--- src/rtl/spi_flash_pp_ctrl.sv ---
// Page-program sequencer for an M25P16-class SPI NOR flash (mode 0).
// Runs WREN, then PP with address and FIFO data, then polls RDSR until WIP clears.
module spi_flash_pp_ctrl #(
  parameter int          SCK_HALF = 2,
  parameter int          CS_GAP   = 5,
  parameter logic [15:0] POLL_MAX = 16'd65535
) (
  input  logic        sys_clk,
  input  logic        sys_rst_n,
  input  logic        start,
  input  logic [23:0] addr,
  input  logic [8:0]  len,
  output logic        data_req,
  input  logic [7:0]  wr_data,
  output logic        cs_n,
  output logic        sck,
  output logic        mosi,
  input  logic        miso,
  output logic        busy,
  output logic        done,
  output logic        err
);

  localparam int HW = (SCK_HALF > 1) ? $clog2(SCK_HALF) : 1;
  localparam int GW = (CS_GAP > 1) ? $clog2(CS_GAP) : 1;

  typedef enum logic [2:0] {
    S_IDLE, S_WREN, S_GAP, S_PP_CMD, S_PP_ADDR, S_PP_DATA, S_RDSR, S_DONE
  } state_t;

  typedef enum logic [1:0] {PH_OFF, PH_LEAD, PH_RUN, PH_TAIL} phase_t;

  state_t      state, state_next;
  phase_t      phase;
  logic [HW-1:0] half_cnt;
  logic [GW-1:0] gap_cnt;
  logic [2:0]  bit_cnt;
  logic [7:0]  shift_reg, data_hold;
  logic        rx_bit, cs_n_reg, sck_reg, mosi_reg;
  logic [23:0] addr_reg;
  logic [8:0]  len_reg, byte_cnt;
  logic [15:0] poll_cnt;
  logic        gap_to_rdsr, data_req_reg, data_req_d1, err_reg;

  logic        tick, rise, fall, byte_end, win_end, status_last;
  logic [8:0]  last_idx;
  logic        cmd_start, load, req_next, timeout, accept;
  logic [7:0]  cmd_byte, load_byte;

  assign tick        = (phase != PH_OFF) && (half_cnt == HW'(SCK_HALF - 1));
  assign rise        = (phase == PH_RUN) && !sck_reg && tick;
  assign fall        = (phase == PH_RUN) && sck_reg && tick;
  assign byte_end    = fall && (bit_cnt == 3'd7);
  assign win_end     = (phase == PH_TAIL) && tick;
  assign last_idx    = len_reg - 9'd1;
  assign status_last = (poll_cnt == POLL_MAX - 16'd1);

  always_ff @(posedge sys_clk or negedge sys_rst_n) begin
    if (!sys_rst_n) state <= S_IDLE;
    else            state <= state_next;
  end

  // At byte_end, load=1 continues the window with load_byte; load=0 closes it.
  always_comb begin
    state_next = state;
    cmd_start  = 1'b0;
    cmd_byte   = 8'h00;
    load       = 1'b0;
    load_byte  = 8'h00;
    req_next   = 1'b0;
    timeout    = 1'b0;
    accept     = 1'b0;
    unique case (state)
      S_IDLE: begin
        if (start) begin
          if (len != 9'd0) begin
            accept     = 1'b1;
            cmd_start  = 1'b1;
            cmd_byte   = 8'h06;
            state_next = S_WREN;
          end else begin
            state_next = S_DONE;
          end
        end
      end
      S_WREN: if (win_end) state_next = S_GAP;
      S_GAP: begin
        if (gap_cnt == GW'(CS_GAP - 1)) begin
          cmd_start  = 1'b1;
          cmd_byte   = gap_to_rdsr ? 8'h05 : 8'h02;
          state_next = gap_to_rdsr ? S_RDSR : S_PP_CMD;
        end
      end
      S_PP_CMD: begin
        if (byte_end) begin
          load       = 1'b1;
          load_byte  = addr_reg[23:16];
          state_next = S_PP_ADDR;
        end
      end
      S_PP_ADDR: begin
        // Request the first data byte three half-periods before it is needed.
        if (rise && bit_cnt == 3'd6 && byte_cnt == 9'd2) req_next = 1'b1;
        if (byte_end) begin
          load = 1'b1;
          if (byte_cnt == 9'd0)      load_byte = addr_reg[15:8];
          else if (byte_cnt == 9'd1) load_byte = addr_reg[7:0];
          else begin
            load_byte  = data_hold;
            state_next = S_PP_DATA;
          end
        end
      end
      S_PP_DATA: begin
        if (rise && bit_cnt == 3'd6 && byte_cnt != last_idx) req_next = 1'b1;
        if (byte_end && byte_cnt != last_idx) begin
          load      = 1'b1;
          load_byte = data_hold;
        end
        if (win_end) state_next = S_GAP;
      end
      S_RDSR: begin
        if (byte_end) begin
          if (byte_cnt == 9'd0)              load = 1'b1;
          else if (rx_bit && !status_last)   load = 1'b1;
          else if (rx_bit)                   timeout = 1'b1;
        end
        if (win_end) state_next = S_DONE;
      end
      S_DONE: state_next = S_IDLE;
      default: state_next = S_IDLE;
    endcase
  end

  always_ff @(posedge sys_clk or negedge sys_rst_n) begin
    if (!sys_rst_n) begin
      phase <= PH_OFF;       half_cnt <= '0;       gap_cnt <= '0;
      bit_cnt <= 3'd0;       shift_reg <= 8'h00;   data_hold <= 8'h00;
      rx_bit <= 1'b0;        cs_n_reg <= 1'b1;     sck_reg <= 1'b0;
      mosi_reg <= 1'b0;      addr_reg <= 24'h0;    len_reg <= 9'd0;
      byte_cnt <= 9'd0;      poll_cnt <= 16'd0;    gap_to_rdsr <= 1'b0;
      data_req_reg <= 1'b0;  data_req_d1 <= 1'b0;  err_reg <= 1'b0;
    end else begin
      data_req_reg <= req_next;
      data_req_d1  <= data_req_reg;
      if (data_req_d1) data_hold <= wr_data;
      if (accept) begin
        addr_reg    <= addr;
        len_reg     <= len;
        err_reg     <= 1'b0;
        gap_to_rdsr <= 1'b0;
      end
      if (timeout) err_reg <= 1'b1;
      if (state == S_PP_DATA && win_end) gap_to_rdsr <= 1'b1;
      if (state == S_GAP && gap_cnt != GW'(CS_GAP - 1)) gap_cnt <= gap_cnt + 1'b1;
      else                                              gap_cnt <= '0;

      if (cmd_start) begin
        byte_cnt <= 9'd0;
        poll_cnt <= 16'd0;
      end else if (byte_end && load) begin
        if (state == S_PP_CMD || (state == S_PP_ADDR && byte_cnt == 9'd2)) byte_cnt <= 9'd0;
        else if (state == S_RDSR && byte_cnt != 9'd0) poll_cnt <= poll_cnt + 16'd1;
        else byte_cnt <= byte_cnt + 9'd1;
      end

      // Bit engine: lead-in half period, 8 sck pulses per byte, tail half period.
      if (cmd_start) begin
        cs_n_reg  <= 1'b0;
        sck_reg   <= 1'b0;
        phase     <= PH_LEAD;
        half_cnt  <= '0;
        bit_cnt   <= 3'd0;
        shift_reg <= cmd_byte;
      end else if (phase != PH_OFF) begin
        half_cnt <= tick ? '0 : half_cnt + 1'b1;
        if (tick) begin
          unique case (phase)
            PH_LEAD: begin
              mosi_reg  <= shift_reg[7];
              shift_reg <= {shift_reg[6:0], 1'b0};
              phase     <= PH_RUN;
            end
            PH_RUN: begin
              if (!sck_reg) begin
                sck_reg <= 1'b1;
                rx_bit  <= miso;
              end else begin
                sck_reg <= 1'b0;
                if (bit_cnt != 3'd7) begin
                  bit_cnt   <= bit_cnt + 3'd1;
                  mosi_reg  <= shift_reg[7];
                  shift_reg <= {shift_reg[6:0], 1'b0};
                end else if (load) begin
                  bit_cnt   <= 3'd0;
                  mosi_reg  <= load_byte[7];
                  shift_reg <= {load_byte[6:0], 1'b0};
                end else begin
                  phase <= PH_TAIL;
                end
              end
            end
            PH_TAIL: begin
              cs_n_reg <= 1'b1;
              mosi_reg <= 1'b0;
              phase    <= PH_OFF;
            end
            default: phase <= PH_OFF;
          endcase
        end
      end
    end
  end

  assign cs_n     = cs_n_reg;
  assign sck      = sck_reg;
  assign mosi     = mosi_reg;
  assign data_req = data_req_reg;
  assign err      = err_reg;
  assign busy     = (state != S_IDLE) && (state != S_DONE);
  assign done     = (state == S_DONE);

endmodule

--- config.mk ---
export PLATFORM = sky130hd
export DESIGN_NAME = spi_flash_pp_ctrl
export DESIGN_NICKNAME = d
export VERILOG_FILES = /design/src/rtl/spi_flash_pp_ctrl.sv
export SDC_FILE = /design/constraint.sdc
export NUM_CORES = 1
export LEC_CHECK = 0
export CELL_PAD_IN_SITES_DETAIL_PLACEMENT = 1
export CELL_PAD_IN_SITES_GLOBAL_PLACEMENT = 1
export CORE_MARGIN = 1.5
export CORE_UTILIZATION = 45
export CTS_BUF_LIST = sky130_fd_sc_hd__clkbuf_8 sky130_fd_sc_hd__clkbuf_16
export DETAILED_ROUTE_END_ITERATION = 12
export GPL_TIMING_DRIVEN = 1
export PLACE_DENSITY_LB_ADDON = 0.1
export SETUP_SLACK_MARGIN = 0.5
export SYNTH_ARGS = -nofsm -noshare
export SYNTH_HDL_FRONTEND = slang
export SYNTH_SLANG_ARGS = --single-unit
--- constraint.sdc ---
create_clock -name sys_clk -period 3.3 [get_ports sys_clk]
set_input_delay 0.66 -clock sys_clk [delete_from_list [all_inputs] [get_ports sys_clk]]
set_output_delay 0.66 -clock sys_clk [all_outputs]
set_load 0.1 [all_outputs]
==> metrics <==
Starting Density 0.464; # clock sinks 94; hpwl dp 9.57 mm; Die Area 11900 um^2; remaining antenna violation count after routing 0; max FFs per register 24; Max VDD drop ~350 uV; layout cell share with drive strength beyond 1 0.258; min-delay worst type in -> async; Row Count 38; routed wire length 13.8 mm; Reg2Reg Depth 10; final core occ 0.589; Filler cells 1191; Slew Viols, Final 0; Root Buffer clkbuf_16; reg-to-reg critical path startpoint len_reg[1]; Die Y-Extent 109 um; CP max FO 4; worst slew pin tran 736 ps; ant diodes 0; most area-hungry cell type in the Yosys netlist dfrtp_1; Netlist Area Pre-Place 5070 um^2; Vias/cell 5.74; Area contributors post-synth dfrtp_1 (46%), mux2_2 (9.3%), ha_1 (3.9%); YS warnings 0; Total Routing Usage GR 0.248; count of hold-fix buffers inserted at cts 0; clock tree buffer depth 2; H-tree depth 3; vias 4140; initial DRC count 200; Fin. Hold Viols 0; EDFF count, synth 0; area share of the largest cell type after synthesis 0.459; number of global-route vias before repair between 4000 and 5000; RSZ-0062 raised after global routing yes; WP data required about 3500 ps; core area approximately 11000 um^2; initial antenna violation count 0; clk slew on worst S/H paths 70 ps; element type at the critical path end flip-flop; worst setup margin 380 ps; Yosys cell types between 60 and 70; run status completed; Overflow after GRT 0; Worst Skew just over 7 ps; Rel. slew slack 0.497; TritonRoute pass-1 iters 6; placed insts 687; Min Clock Period, post-route 2920 ps; detailed-route wire length per cell between 15 and 20 um; Syn-to-layout area delta 27.1%; Num CTS Buffers 9; Final Setup Violations 0; Residual DRC 0; Seq. cell area ~2400 um^2; TNS Setup 0 ps; Synth Instances 495; pre-CTS WS -42.4 ps; first-pass GRT wire length 22.5 mm; Crit Path Category reg -> reg; part of the cycle the worst path needs 0.885; cell breakdown of the critical path inv_2 > ha_4 > or4b_4 > or3_4 > a211oi_4 > o2111ai_4 > a21oi_4 > a21oi_2 > a211oi_4 > mux2_2; Synth Net Count 556; fin nets 638; max_cap viols 0; crit start category flip-flop; register area share after synthesis 0.464; #FFs+latches synth 94; leakage 2.85 nW; Skew-Pair Late Insertion Delay roughly 350 ps; highest clock rate between 0.3 and 0.4 GHz; PortBufs slightly above 50; I/O pin total 52; crit-path max cell delay roughly 450 ps; syn_area_per_cell 10.2 um^2; Die X approximately 110 um; Post-synth ARST share 1.00; footprint of the multi-input gates 2730 um^2; largest net degree at the start of global routing 60; gpl congestion 0.819; CTS tree built; Final Non-Filler Cells approximately 720; pwr/cell area 345 nW/um^2; prevailing post-synth register cell dfrtp_1; Worst R2R End shift_reg[1]; CP most frequent cell a211oi_4; R2R Setup Slk about 380 ps; Critical Path AT roughly 3200 ps; slowest cell on the critical path or4b_4
## worst max-delay path by stage
stage / cells after the start / from / endpoint
2_1_floorplan: 4 / state[1] / busy
3_5_place_dp: 9 / len[5] / byte_cnt[6]
5_1_grt: 10 / len_reg[1] / shift_reg[2]
4_1_cts: 10 / len_reg[0] / shift_reg[1]
3_3_place_gp: 9 / len[2] / byte_cnt[6]
6_report: 10 / len_reg[1] / shift_reg[1]
## through the flow
stage               hold WS [ps]  instance area, um^2  total power [mW]
floorplan                    364                 5070              1.18
global placement             405                 5850              1.26
detailed placement           398                 5850              1.26
CTS                          289                 6260              2.25
global route                 305                 6450              2.30
finish                       278                 6450              2.22
## metal layers
| layer | global-route usage | vias up | share of wire |
|---|---|---|---|
| li1 | - | 1947 | - |
| met1 | 0.311 | 2138 | 0.44 |
| met2 | 0.429 | 46 | 0.53 |
| met3 | 0.0604 | 9 | 0.026 |
| met4 | 0.0592 | 0 | 0.0082 |
| met5 | 0 | - | 0 |
## placed cells by master, fill, tap and decap left out, drive strengths merged, types with 7 or more instances in the layout
cell type,Yosys,routed
nand2,27,27
nor2b,10,10
xnor2,10,10
nor3,17,17
buf,6,49
inv,18,19
nor2,43,43
and3,13,13
a21oi,39,39
ha,16,16
clkbuf,16,10
dfrtp,93,93
mux2i,9,9
nand3,16,16
a22o,7,7
xor2,16,16
o21ai,23,23
clkdlybuf4s50,0,43
mux2,42,42
## cells in the mapped netlist, drive strengths merged (3+ instances only)
cell / instances
a211oi: 5
a21oi: 39
a221o: 3
a221oi: 5
a22o: 7
and2: 3
and3: 13
buf: 6
clkbuf: 16
dfrtp: 93
ha: 16
inv: 18
mux2: 42
mux2i: 9
nand2: 27
nand3: 16
nand4: 5
nor2: 43
nor2b: 10
nor3: 17
nor4: 3
o2111ai: 4
o21ai: 23
o311ai: 3
or3: 5
or3b: 5
xnor2: 10
xor2: 16
## report_power, final
part           switching (mW)  leakage (nW)  internal (mW)  total (mW)
clock network           0.460         0.131          0.527       0.987
logic                  0.0346          1.53         0.0495      0.0841
registers            0.000469          1.19           1.15        1.15
## repair_timing
action	4_1_cts	5_1_grt
endpoints found under the setup margin	22	34
pin swaps	8	10
resized for setup	23	26
buffers inserted	8	10
cloned	1	0
## kinds of logic after synthesis
logic type / synth area share
DFF: 0.464
AOI/OAI and AO/OA: 0.151
adders and majority gates: 0.0395
muxes: 0.111
buffers and inverters: 0.0316
and+or+nand+nor: 0.158
xor gates and xnor gates: 0.0449
## critical path, delay by kind of cell (launching register included)
| kind | cells | cell delay [ps] |
|---|---|---|
| AOI/OAI and AO/OA | 5 | 1000 |
| adders and majority gates | 1 | 130 |
| buffers and inverters | 1 | 90 |
| DFF | 1 | 400 |
| muxes | 1 | 370 |
| and+or+nand+nor | 2 | 800 |
## area by class of cell
cell class,count,area share
Sequential cell,94,0.365
Multi-Input combinational cell,362,0.424
Clock buffer,10,0.0371
Inverter,18,0.0105
Tap cell,140,0.0272
Clock inverter,5,0.00524
Timing Repair Buffer,92,0.131
Note: power is estimated with default switching activity, not from simulation.
